===== src/rtl/psum_accumulator_pkg.sv =====
// Shared types and elaboration-time helpers for the partial-sum accumulator.
// The accumulator width and saturation limits are derived here so every file agrees on them.
package psum_accumulator_pkg;

  typedef enum logic [1:0] {
    IDLE  = 2'd0,
    ACCUM = 2'd1,
    DRAIN = 2'd2
  } state_t;

  localparam int LIMIT_WIDTH = 128;

  // Headroom for MAX_PASSES sums plus the bias, so the running total never wraps.
  function automatic int acc_width(input int sum_w, input int max_passes);
    return sum_w + $clog2(max_passes) + 1;
  endfunction

  function automatic logic signed [LIMIT_WIDTH-1:0] sat_limit(input int out_w,
                                                              input logic want_max);
    logic signed [LIMIT_WIDTH-1:0] w_one;
    w_one = {{(LIMIT_WIDTH-1){1'b0}}, 1'b1};
    if (want_max) begin
      return (w_one <<< (out_w - 1)) - w_one;
    end
    return -(w_one <<< (out_w - 1));
  endfunction

endpackage


===== src/rtl/psum_accumulator_output_requant.sv =====
// Round-shift requantisation, optional ReLU and signed saturation of a finished accumulation.
// Purely combinational; the caller registers the result.
module output_requant
  import psum_accumulator_pkg::*;
#(
  parameter int IN_WIDTH  = 45,
  parameter int OUT_WIDTH = 32
) (
  input  logic signed [IN_WIDTH-1:0]  value,
  input  logic        [4:0]           shift,
  input  logic                        relu,
  output logic signed [OUT_WIDTH-1:0] result,
  output logic                        sat
);

  localparam logic signed [IN_WIDTH:0] ONE   = {{IN_WIDTH{1'b0}}, 1'b1};
  localparam logic signed [IN_WIDTH:0] MAX_V = (IN_WIDTH+1)'(sat_limit(OUT_WIDTH, 1'b1));
  localparam logic signed [IN_WIDTH:0] MIN_V = (IN_WIDTH+1)'(sat_limit(OUT_WIDTH, 1'b0));

  logic signed [IN_WIDTH:0] w_value_ext;
  logic signed [IN_WIDTH:0] w_half;
  logic signed [IN_WIDTH:0] w_sum;
  logic signed [IN_WIDTH:0] w_shifted;
  logic signed [IN_WIDTH:0] w_relu;

  // One guard bit keeps the rounding add from wrapping at the extreme positive value.
  assign w_value_ext = {value[IN_WIDTH-1], value};
  assign w_half      = (ONE <<< shift) >>> 1;
  assign w_sum       = w_value_ext + w_half;
  assign w_shifted   = w_sum >>> shift;
  assign w_relu      = (relu && w_shifted[IN_WIDTH]) ? '0 : w_shifted;

  // NOTE: every output gets a default first, so no path through the block can infer a latch.
  always_comb begin
    result = w_relu[OUT_WIDTH-1:0];
    sat    = 1'b0;
    if (w_relu > MAX_V) begin
      result = MAX_V[OUT_WIDTH-1:0];
      sat    = 1'b1;
    end else if (w_relu < MIN_V) begin
      result = MIN_V[OUT_WIDTH-1:0];
      sat    = 1'b1;
    end
  end

endmodule


===== src/rtl/psum_accumulator.sv =====
// Accumulates a configurable number of adder-tree partial sums on top of a per-pixel bias,
// requantises the total and hands one result per pixel to the output buffer.
module psum_accumulator
  import psum_accumulator_pkg::*;
#(
  parameter int SUM_WIDTH  = 38,
  parameter int OUT_WIDTH  = 32,
  parameter int MAX_PASSES = 64
) (
  input  logic                                clk,
  input  logic                                arst_in,
  input  logic [$clog2(MAX_PASSES+1)-1:0]     cfg_num_passes,
  input  logic [4:0]                          cfg_shift,
  input  logic                                cfg_relu,
  input  logic signed [OUT_WIDTH-1:0]         bias_in,
  input  logic                                in_valid,
  output logic                                in_ready,
  input  logic signed [SUM_WIDTH-1:0]         in_sum,
  output logic                                out_valid,
  input  logic                                out_ready,
  output logic signed [OUT_WIDTH-1:0]         out_data,
  output logic                                out_sat,
  output logic                                busy
);

  localparam int ACC_WIDTH = acc_width(SUM_WIDTH, MAX_PASSES);
  localparam int PASS_W    = $clog2(MAX_PASSES + 1);
  localparam logic [PASS_W-1:0] PASS_ONE = PASS_W'(1);
  localparam logic [PASS_W-1:0] PASS_MAX = PASS_W'(MAX_PASSES);

  state_t                       r_state;
  logic signed [ACC_WIDTH-1:0]  r_acc;
  logic        [PASS_W-1:0]     r_cnt;
  logic        [PASS_W-1:0]     r_passes;
  logic        [4:0]            r_shift;
  logic                         r_relu;
  logic signed [OUT_WIDTH-1:0]  r_out_data;
  logic                         r_out_sat;

  logic                         w_first;
  logic                         w_beat;
  logic                         w_out_hs;
  logic                         w_last;
  logic        [PASS_W-1:0]     w_cfg_passes;
  logic        [PASS_W-1:0]     w_passes;
  logic        [4:0]            w_shift;
  logic                         w_relu;
  logic        [PASS_W-1:0]     w_cnt_next;
  logic signed [ACC_WIDTH-1:0]  w_sum_ext;
  logic signed [ACC_WIDTH-1:0]  w_bias_ext;
  logic signed [ACC_WIDTH-1:0]  w_acc_next;
  logic signed [OUT_WIDTH-1:0]  w_result;
  logic                         w_sat;

  assign out_valid = (r_state == DRAIN);
  assign busy      = (r_state != IDLE);
  assign out_data  = r_out_data;
  assign out_sat   = r_out_sat;
  assign in_ready  = !arst_in && ((r_state == DRAIN) ? out_ready : 1'b1);

  assign w_beat   = in_valid && in_ready;
  assign w_out_hs = out_valid && out_ready;

  // Any beat outside ACCUM opens a new pixel, so it sees the live configuration, not the latched one.
  assign w_first      = (r_state != ACCUM);
  assign w_cfg_passes = (cfg_num_passes == '0)      ? PASS_ONE :
                        (cfg_num_passes > PASS_MAX) ? PASS_MAX : cfg_num_passes;
  assign w_passes     = w_first ? w_cfg_passes : r_passes;
  assign w_shift      = w_first ? cfg_shift    : r_shift;
  assign w_relu       = w_first ? cfg_relu     : r_relu;

  assign w_sum_ext  = {{(ACC_WIDTH-SUM_WIDTH){in_sum[SUM_WIDTH-1]}}, in_sum};
  assign w_bias_ext = {{(ACC_WIDTH-OUT_WIDTH){bias_in[OUT_WIDTH-1]}}, bias_in};
  assign w_acc_next = w_first ? (w_bias_ext + w_sum_ext) : (r_acc + w_sum_ext);
  assign w_cnt_next = w_first ? PASS_ONE : (r_cnt + PASS_ONE);
  assign w_last     = (w_cnt_next == w_passes);

  output_requant #(
    .IN_WIDTH  (ACC_WIDTH),
    .OUT_WIDTH (OUT_WIDTH)
  ) u_requant (
    .value  (w_acc_next),
    .shift  (w_shift),
    .relu   (w_relu),
    .result (w_result),
    .sat    (w_sat)
  );

  // NOTE: state is updated with non-blocking assignments so every register sees pre-edge values.
  always_ff @(posedge clk or posedge arst_in) begin
    if (arst_in) begin
      r_state    <= IDLE;
      r_acc      <= '0;
      r_cnt      <= '0;
      r_passes   <= PASS_ONE;
      r_shift    <= '0;
      r_relu     <= 1'b0;
      r_out_data <= '0;
      r_out_sat  <= 1'b0;
    end else begin
      if (w_beat) begin
        r_acc <= w_acc_next;
        r_cnt <= w_cnt_next;
        if (w_first) begin
          r_passes <= w_cfg_passes;
          r_shift  <= cfg_shift;
          r_relu   <= cfg_relu;
        end
        if (w_last) begin
          r_state    <= DRAIN;
          r_out_data <= w_result;
          r_out_sat  <= w_sat;
        end else begin
          r_state <= ACCUM;
        end
      end else if (w_out_hs) begin
        r_state <= IDLE;
      end
    end
  end

endmodule


===== config.mk =====
export PLATFORM = sky130hd
export DESIGN_NAME = psum_accumulator
export DESIGN_NICKNAME = d
export VERILOG_FILES = /design/src/rtl/psum_accumulator_pkg.sv /design/src/rtl/psum_accumulator_output_requant.sv /design/src/rtl/psum_accumulator.sv
export SDC_FILE = /design/constraint.sdc
export NUM_CORES = 1
export LEC_CHECK = 0
export CORE_MARGIN = 10
export CORE_UTILIZATION = 60
export DETAILED_ROUTE_END_ITERATION = 6
export DONT_BUFFER_PORTS = 1
export GPL_TIMING_DRIVEN = 0
export PLACE_DENSITY = 0.83
export REMOVE_ABC_BUFFERS = 1
export SKIP_CTS_REPAIR_TIMING = 1
export SLEW_MARGIN = 20
export SYNTH_ARGS = -nofsm -noshare
export SYNTH_HDL_FRONTEND = slang
export SYNTH_SLANG_ARGS = --single-unit

===== constraint.sdc =====
create_clock -name clk -period 9.9 [get_ports clk]
set_clock_uncertainty 0.05 [all_clocks]
set_input_delay 0.99 -clock clk [delete_from_list [all_inputs] [get_ports clk]]
set_output_delay 0.99 -clock clk [all_outputs]
set_load 0.01 [all_outputs]

After elaboration in Yosys (flattened, before gate mapping)
Index checks and enable logic that the tools add are counted.
{"block": "op_classes", "order_cmp": 3, "n_shift": 2, "eq_ne": 3, "muxes": 16, "reduce_logical": 9, "n_addsub": 4}
{"op": "$mux W32", "n": 2}
{"op": "$add A45 B45 Y46", "n": 1}
{"op": "$gt A46 B32 Y1 const B", "n": 1}
{"op": "$lt A46 B32 Y1 const B", "n": 1}
{"op": "$mux W46", "n": 1}
{"op": "$sshl A2 B5 Y46 const A", "n": 1}
{"op": "$sshr A46 B5 Y46", "n": 1}
{"op": "$add A45 B38 Y45", "n": 1}
{"op": "$mux W45", "n": 1}
{"op": "$add A32 B38 Y39", "n": 1}
{"op": "$mux W7", "n": 4}
{"op": "$add A7 B1 Y7 const B", "n": 1}
{"op": "$eq A7 B7 Y1", "n": 1}
{"op": "$gt A7 B7 Y1 const B", "n": 1}
{"op": "$logic_not A7 Y1", "n": 1}
{"op": "$mux W2", "n": 3}
{"op": "$mux W5", "n": 1}
{"op": "$logic_and A1 B1 Y1", "n": 4}
{"op": "$mux W1", "n": 4}
{"op": "$reduce_bool A2 Y1", "n": 2}
{"op": "$eq A2 B2 Y1 const B", "n": 1}
{"op": "$ne A2 B1 Y1 const B", "n": 1}
{"op": "$reduce_and A2 Y1", "n": 1}
{"op": "$logic_not A1 Y1", "n": 1}
{"block": "word_totals", "register_bits": 100, "wordCells": 45, "out_inout_bits": 36, "in_bits": 87}

Logic depth before layout (Yosys ltp)
Gate-level depths: netlist of run 1.
{"block": "depth", "depth_word": 10, "ltp_mapped": 33, "ltp_nobuf": 29}

Cells and area by module
A second synthesis of run 1 with hierarchy kept.
{"block": "hier_totals", "hier_cells": 2085, "hier_area_um2": 15889.0}
{"mod": "psum_accumulator", "seq_area_each_um2": 2503.7, "cells_each": 1108, "instances": 1, "area_per_inst_um2": 9330.2}
{"mod": "output_requant", "seq_area_each_um2": 0.0, "cells_each": 977, "instances": 1, "area_per_inst_um2": 6558.8}

Least setup slack after synthesis of run 1
Ideal clock, no wire load.
{"block": "synth_timing", "path_kind": "reg-to-reg", "startpoint": "register r_state[0]", "endpoint": "register r_out_data[0], in the netlist out_data[0]", "path_stages_with_launch": 32, "required_time_ns": 9.770, "arrival_ns": 7.775, "setup_ns": 0.080, "slack_ns": 1.995, "path_buffers": 9, "period_less_slack_ns": 7.905, "cell_sequence": "dfrtp_1 nand2b_1 clkbuf_1 buf_1 buf_1 mux2i_1 clkbuf_1 buf_1 buf_1 clkbuf_1 nand3_1 or2_2 inv_1 ha_1 a21o_1 a21oi_1 o21ai_1 a31o_2 a41oi_1 o311a_1 or3_1 buf_2 nor3_1 mux2_2 o211ai_1 o221ai_2 a311oi_2 nand4_1 nor4_4 o211ai_2 buf_6 o211ai_2"}
{"block": "synth_via", "elab_chain_cells": 10, "elab_cells_between_ends": 21, "classes_between": "1 x add/sub; 2 x order compare; 3 x eq/ne; 2 x shift; 9 x mux; 4 x reduce/logical"}
{"element": "start: declaration", "line": "psum_accumulator.sv:31", "text": "state_t r_state;"}
{"element": "start signal: assignment", "line": "psum_accumulator.sv:92", "text": "r_state <= IDLE;"}
{"element": "start signal: assignment", "line": "psum_accumulator.sv:110", "text": "r_state <= DRAIN;"}
{"element": "start signal: assignment", "line": "psum_accumulator.sv:114", "text": "r_state <= ACCUM;"}
{"element": "$ne A2 B1 Y1", "line": "psum_accumulator.sv:65", "text": "assign w_first = (r_state != ACCUM);"}
{"element": "$mux W5"}
{"element": "$sshl A2 B5 Y46", "line": "psum_accumulator_output_requant.sv:28", "text": "assign w_half = (ONE <<< shift) >>> 1;"}
{"element": "$add A45 B45 Y46", "line": "psum_accumulator_output_requant.sv:29", "text": "assign w_sum = w_value_ext + w_half;"}
{"element": "$sshr A46 B5 Y46", "line": "psum_accumulator_output_requant.sv:30", "text": "assign w_shifted = w_sum >>> shift;"}
{"element": "$logic_and A1 B1 Y1", "line": "psum_accumulator_output_requant.sv:31", "text": "assign w_relu = (relu && w_shifted[IN_WIDTH]) ? '0 : w_shifted;"}
{"element": "$mux W46", "line": "psum_accumulator_output_requant.sv:31"}
{"element": "$lt A46 B32 Y1", "line": "psum_accumulator_output_requant.sv:40", "text": "end else if (w_relu < MIN_V) begin"}
{"element": "$mux W32", "line": "psum_accumulator_output_requant.sv:40"}
{"element": "$mux W32", "line": "psum_accumulator_output_requant.sv:37", "text": "if (w_relu > MAX_V) begin"}
{"element": "end signal: assignment", "line": "psum_accumulator.sv:111", "text": "r_out_data <= w_result;"}
{"element": "end: declaration", "line": "psum_accumulator.sv:37", "text": "logic signed [OUT_WIDTH-1:0] r_out_data;"}
Several ways; a longest one is shown, not always the timed one.
A chain may end at the register's enable or synchronous reset.

Worst setup path after layout of run 1
{"block": "layout_timing", "startpoint": "input bias_in[0]", "endpoint": "register r_out_data[18], in the netlist out_data[18]"}
{"block": "layout_via", "elab_chain_cells": 9, "elab_cells_between_ends": 10, "classes_between": "2 x add/sub; 2 x order compare; 1 x shift; 4 x mux; 1 x reduce/logical"}
{"element": "start: declaration", "line": "psum_accumulator.sv:15", "text": "input logic signed [OUT_WIDTH-1:0] bias_in,"}
{"element": "$add A32 B38 Y39 *", "line": "psum_accumulator.sv:74", "text": "assign w_acc_next = w_first ? (w_bias_ext + w_sum_ext) : (r_acc + w_sum_ext);"}
{"element": "$mux W45 *", "line": "psum_accumulator.sv:74"}
{"element": "named net u_requant.value[14]", "line": "psum_accumulator_output_requant.sv:9", "text": "input logic signed [IN_WIDTH-1:0] value,"}
{"element": "$add A45 B45 Y46 *", "line": "psum_accumulator_output_requant.sv:29"}
{"element": "$sshr A46 B5 Y46 *", "line": "psum_accumulator_output_requant.sv:30"}
{"element": "$logic_and A1 B1 Y1", "line": "psum_accumulator_output_requant.sv:31"}
{"element": "$mux W46 *", "line": "psum_accumulator_output_requant.sv:31"}
{"element": "$lt A46 B32 Y1", "line": "psum_accumulator_output_requant.sv:40"}
{"element": "$mux W32", "line": "psum_accumulator_output_requant.sv:40"}
{"element": "$mux W32 *", "line": "psum_accumulator_output_requant.sv:37"}
Mark *: on every way through the listed nets, which the timed path passes. The rest lies on a longest branch.

==> flow_metrics.tcl, run 1 <==
set metrics [dict create \
    outcome "completed" \
    synth_top_area_frac 0.162 \
    grt_pass1_wl_microns 82400 \
    criticalPathCategory "in -> reg" \
    die_w_microns 180 \
    max-cap-violations 0 \
    max-slew-margin-rel 0.273 \
    grt-ovfl-total 0 \
    slowest_stage "nor4_4" \
    leakage_uw 0.00685 \
    setup_viol 0 \
    grt_usage 0.302 \
    synth_area_sq_um 15300 \
    tightest_slew_ps 1080 \
    io_pins 123 \
    p_per_area_nw_per_um2 427 \
    core-area_sq_um 25100 \
    async_flop_share 1.00 \
    place_congestion 0.959 \
    synth_ff_type "dfrtp_1" \
    avgSynthCellArea_sq_um 7.02 \
    drc 0 \
    critPathMaxStageDelay_ps 790 \
    yosysWarningCount 0 \
    yosys-top-cells-area "dfrtp_1 (16%), ha_1 (9.3%), nand2_1 (8.5%)" \
    io_buffers 0 \
    viasPerCell 6.97 \
    die_h_microns 180 \
    clock-sinks 100 \
    placed_area_sq_um 15600 \
    cts_buffer_depth 2 \
    setup_tns_ps 0 \
    antenna_cells 0 \
    power.total_uw 6800 \
    rsz0062_at_grt "no" \
    rows 58 \
    finalCritPeriodShare 0.890 \
    cts_buffers 9 \
    crit_buf_inv 0 \
    cp_top_family "compound AO/OA/AOI/OAI gates" \
    path_clk_slew_ps 70 \
    start_util 0.609 \
    antenna_found_initial 0 \
    finish.instance_area_sq_um 15900 \
    slew_viol_final 0 \
    fmax_mhz 113 \
    ant_nets 0 \
    ys_seq_elements 100 \
    grt_pass1_vias 15443 \
    synth.distinct_cells 98 \
    grt_start_max_net_pins 69 \
    synth_top_cell_by_area "dfrtp_1" \
    netlist_instances 2178 \
    cts_tree "built" \
    insertion_delay_ps 380 \
    critical_path_required_ps 10120 \
    placed_cells 2384 \
    ir_drop_mv 0.220 \
    synth_edf_count 0 \
    synth_most_common_cell "nand2_1" \
    nets 2269 \
    dp_hpwl_microns 40900 \
    hold_violations 0 \
    h-tree-depth 3 \
    vias 16721 \
    wl_microns 52300 \
    end_kind "flip-flop" \
    fin_crit_ps 8810 \
    critPathMaxFanout 18 \
    cts-root-buf "clkbuf_16" \
    drive_above_1_share 0.0618 \
    wl_per_cell_microns 21.8 \
    worstSetupStartpointType "input pin" \
    cp.arrival_ps 9040 \
    hold_class "in -> async" \
    instances_no_fill 2400 \
    seq_area_frac_synth 0.164 \
    synthToLayoutAreaGrowth_pct 4.12 \
    firstDrtPassIters 6 \
    drt_iter0_markers 2038 \
    netlist_top_cells_count "nand2_1 (348), a21oi_1 (231), nor2_1 (192)" \
    die_area_sq_um 32300 \
]
[worst register-to-register path, stage by stage (launching register included)]
cell and delay, ps:
dfrtp_1 440, nand2b_4 390, mux2i_4 810, buf_16 260, nand3_1 350, or2_2 430, inv_1 70, ha_1 220
a21o_1 170, a21oi_1 260, o21ai_1 210, a31o_2 330, a41oi_1 490, o311a_1 350, or3_1 350, nor3_1 100
mux2_2 270, o211ai_1 370, o221ai_2 210, a311oi_2 540, nand4_1 240, nor4_4 790, o211ai_2 520, o211ai_1 320
[state kept, by name, summed over array words and instances, names as in the netlist]
name and flops:
out_data 32, r_state 2, r_cnt 7, r_acc 45, out_sat 1, r_shift 5
r_relu 1, r_passes 7
[per-layer routing]
metal  track usage  vias up  share of wire
met1         0.394     7899           0.42
met3        0.0480      146          0.081
li1              -     7877              -
met2         0.488      799           0.46
met5             0        -              0
met4         0.122        0          0.039
[logic make-up after synthesis]
logic type               count (synthesis)  share of synthesized area
multiplexers                            78                     0.0534
flip-flops                             100                      0.164
buffers and inverters                  179                     0.0466
XOR/XNOR                               105                     0.0601
AND/OR/NAND/NOR                        830                      0.247
adder cells (fa/ha/maj)                117                     0.0972
AO/OA/AOI/OAI                          769                      0.332
[cells in the final DEF (no fill, tap or decap), types with 10 or more instances in the layout]
| cell type | n |
|---|---|
| a211o_1 | 12 |
| a211oi_1 | 35 |
| a21o_1 | 50 |
| a21oi_1 | 231 |
| a31oi_1 | 26 |
| and2_1 | 22 |
| and3_1 | 16 |
| dfrtp_1 | 99 |
| ha_1 | 114 |
| inv_1 | 35 |
| mux2_2 | 19 |
| mux2i_1 | 53 |
| nand2_1 | 343 |
| nand2b_1 | 13 |
| nand3_1 | 66 |
| nand4_1 | 54 |
| nor2_1 | 192 |
| nor3_1 | 44 |
| o2111ai_1 | 21 |
| o211ai_1 | 31 |
| o211ai_2 | 12 |
| o21a_1 | 22 |
| o21ai_0 | 155 |
| o21ai_1 | 11 |
| o21bai_1 | 14 |
| o31a_1 | 11 |
| o31ai_1 | 26 |
| or2_2 | 14 |
| or3_1 | 10 |
| xnor2_1 | 68 |
| xor2_1 | 37 |
[power breakdown]
group          switching [uW]  total, uW  internal, uW
Clock                     195        379           184
Combinational            3660       5670          2010
Sequential                166        752           586
Total                    4020       6800          2780
[cell type report]
cell class | instances | area, sq um
flip-flops and latches | 100 | 2500
clock inverters | 6 | 56.3
well taps | 330 | 413
fillers | 2389 | 9180
multi-input cells | 1899 | 12200
repair buffers | 19 | 368
inverters | 36 | 140
clock buffers | 10 | 239
[worst paths after layout]
| path | startpoint | to | slack, ps | cells past startpoint |
|---|---|---|---|---|
| hold / removal | arst_in | out_data[27] | 410 | 1 |
| setup reg to reg | r_state[1] | out_data[18] | 1270 | 23 |
| hold reg to reg | r_acc[17] | r_acc[17] | 440 | 2 |
| max in group asynchronous | arst_in | r_acc[21] | 8680 | 2 |
| setup / recovery | bias_in[0] | out_data[18] | 1090 | 25 |
| min in group clk | r_acc[17] | r_acc[17] | 440 | 2 |
[stage by stage]
step	worst slack (ps)	utilization	hold slack, ps
after floorplan	-786	-	393
after global placement	-4790	0.603	412
after global routing	613	0.634	424
after CTS	1330	0.634	412
final	1090	0.634	408
after detailed placement	978	0.622	418
(Power assumes the default switching activity.)
==> run 2: changes to the inputs <==
- CORE_UTILIZATION: 60 -> 50
- PLACE_DENSITY: 0.83 -> 0.72
==> run 2 against run 1 <==
  * Register-to-register slack hardly changed
  * Global-route usage down 4.4 points
  * Die area is 18% higher
  * Maximum frequency fell by 1.3%
  * Non-clock buffer count is the same
  * Largest cell class unchanged
  * First-iteration DRC count shrank 18%
  * Via count decreased by 1.0%
  * Sequential power about the same
  * Hold slack worse by 14 ps
  * Design area grew 0.68%
  * Critical path depth is 3 higher
  * Worst setup slack worse by 110 ps
==> flow_metrics.tcl, run 2 (synthesis gave the netlist of run 1 again) <==
set metrics [dict create \
    worst_r2r_endpoint "out_data[13]" \
    die_area_sq_um 38000 \
    max-cap-violations 0 \
    fin_crit_ps 8930 \
    finalCoreUtilization 0.537 \
    die_h_microns 195 \
    dp_hpwl_microns 40700 \
    grt_pass1_wl_microns 82300 \
    instances_no_fill 2461 \
    antenna_found_initial 0 \
    setup_tns_ps 0 \
    vias 16546 \
    place_congestion 0.971 \
    finalCritPeriodShare 0.902 \
    grt_usage 0.258 \
    ant_nets 0 \
    h-tree-depth 3 \
    synthToLayoutAreaGrowth_pct 4.83 \
    fmax_mhz 112 \
    drt_iter0_markers 1677 \
    clock-sinks 100 \
    insertion_delay_ps 390 \
    start_util 0.512 \
    die_w_microns 195 \
    setup_viol 0 \
    p_per_area_nw_per_um2 423 \
    slew_viol_final 0 \
    placed_cells 2444 \
    final_common_cell "nand2_1" \
    outcome "completed" \
    worstRegToRegCells 23 \
    cts-root-buf "clkbuf_16" \
    rows 63 \
    wl_per_cell_microns 21.1 \
    grt-ovfl-total 0 \
    ir_drop_mv 0.188 \
    worstSetupStartpointType "input pin" \
    criticalPathCategory "in -> reg" \
    nets 2269 \
    io_pins 123 \
    hold_violations 0 \
    cts_buffers 9 \
    io_buffers 0 \
    grt_pass1_vias 15310 \
    cts_buffer_depth 2 \
    rsz0062_at_grt "no" \
    firstDrtPassIters 6 \
    regMostFlops "r_acc" \
    max-slew-margin-rel 0.199 \
    wl_microns 51900 \
    critical_path_required_ps 10130 \
    core-area_sq_um 29900 \
    viasPerCell 6.72 \
    hold_class "in -> async" \
    grt_start_max_net_pins 69 \
    drc 0 \
    end_kind "flip-flop" \
    critPathMaxFanout 18 \
    largest_reg_flops 45 \
    cts_tree "built" \
    drive_above_1_share 0.0618 \
    r2r-start "r_state[1]" \
    layout_common_cells "nand2_1 (343), a21oi_1 (231), nor2_1 (192), o21ai_0 (155), ha_1 (114)" \
    path_clk_slew_ps 90 \
    leakage_uw 0.00687 \
    tightest_slew_ps 1190 \
    cp.arrival_ps 9160 \
    r2r_slack_ps 1260 \
]
## run 2: critical path, stage by stage
cell and delay [ps]:
ha_1 290, a211oi_1 450, o21ai_1 170, a31oi_1 530, o21ai_0 250, a21oi_1 190, o21ai_0 90, a21oi_1 190
xnor2_1 90, nand2_1 80, o21ai_0 180, ha_1 490, inv_1 90, o21bai_1 190, a21oi_1 120, o21ai_0 170
a41oi_1 130, o311a_1 480, nor3_2 490, nand3_1 310, o41ai_1 490, nand2b_1 150, mux2i_1 160, a221oi_2 510
nand4_1 240, nor4_4 800, o211ai_2 500, o211ai_1 310
## run 2: how the worst max path moves through the flow
stage	depth (start not counted)	endpoint	from	slack [ps]
after detailed placement	28	out_data[13]	bias_in[1]	890
after global placement	22	out_data[13]	r_state[1]	-4880
after CTS	28	out_data[13]	bias_in[1]	1220
after floorplan	22	out_data[13]	r_state[1]	-790
final	28	out_data[13]	bias_in[1]	970
after global routing	28	out_data[13]	bias_in[1]	380
## run 2: final cells by class
type / count / area (sq um)
inverters: 36 / 140
diodes: 1 / 2.50
fillers: 2912 / 13800
multi-input cells: 1899 / 12200
clock inverters: 7 / 88.8
well taps: 390 / 488
clock buffers: 9 / 225
flip-flops and latches: 100 / 2500
repair buffers: 19 / 379
## run 2: report_power, final
part           internal (uW)  total, uW  switching, uW
sequential               586        750            165
clock                    184        398            214
combinational           2020       5630           3620
## run 2: routing by layer
metal  up-vias  wire, microns  GRT usage
li1       7870              -          -
met1      7823          21800      0.333
met2       744          24400      0.430
met3       109           4080     0.0420
met4         0           1620     0.0800
met5         -              0          0
## run 2: through the flow
stage | hold slack [ps] | worst slack [ps] | power, uW | cell area, sq um
4_1_cts | 393 | 1220 | 6660 | 16000
2_1_floorplan | 393 | -786 | 4800 | 14700
6_report | 394 | 973 | 6780 | 16000
5_1_grt | 409 | 383 | 7380 | 16000
3_3_place_gp | 414 | -4880 | 6050 | 15200
3_5_place_dp | 417 | 894 | 6230 | 15700
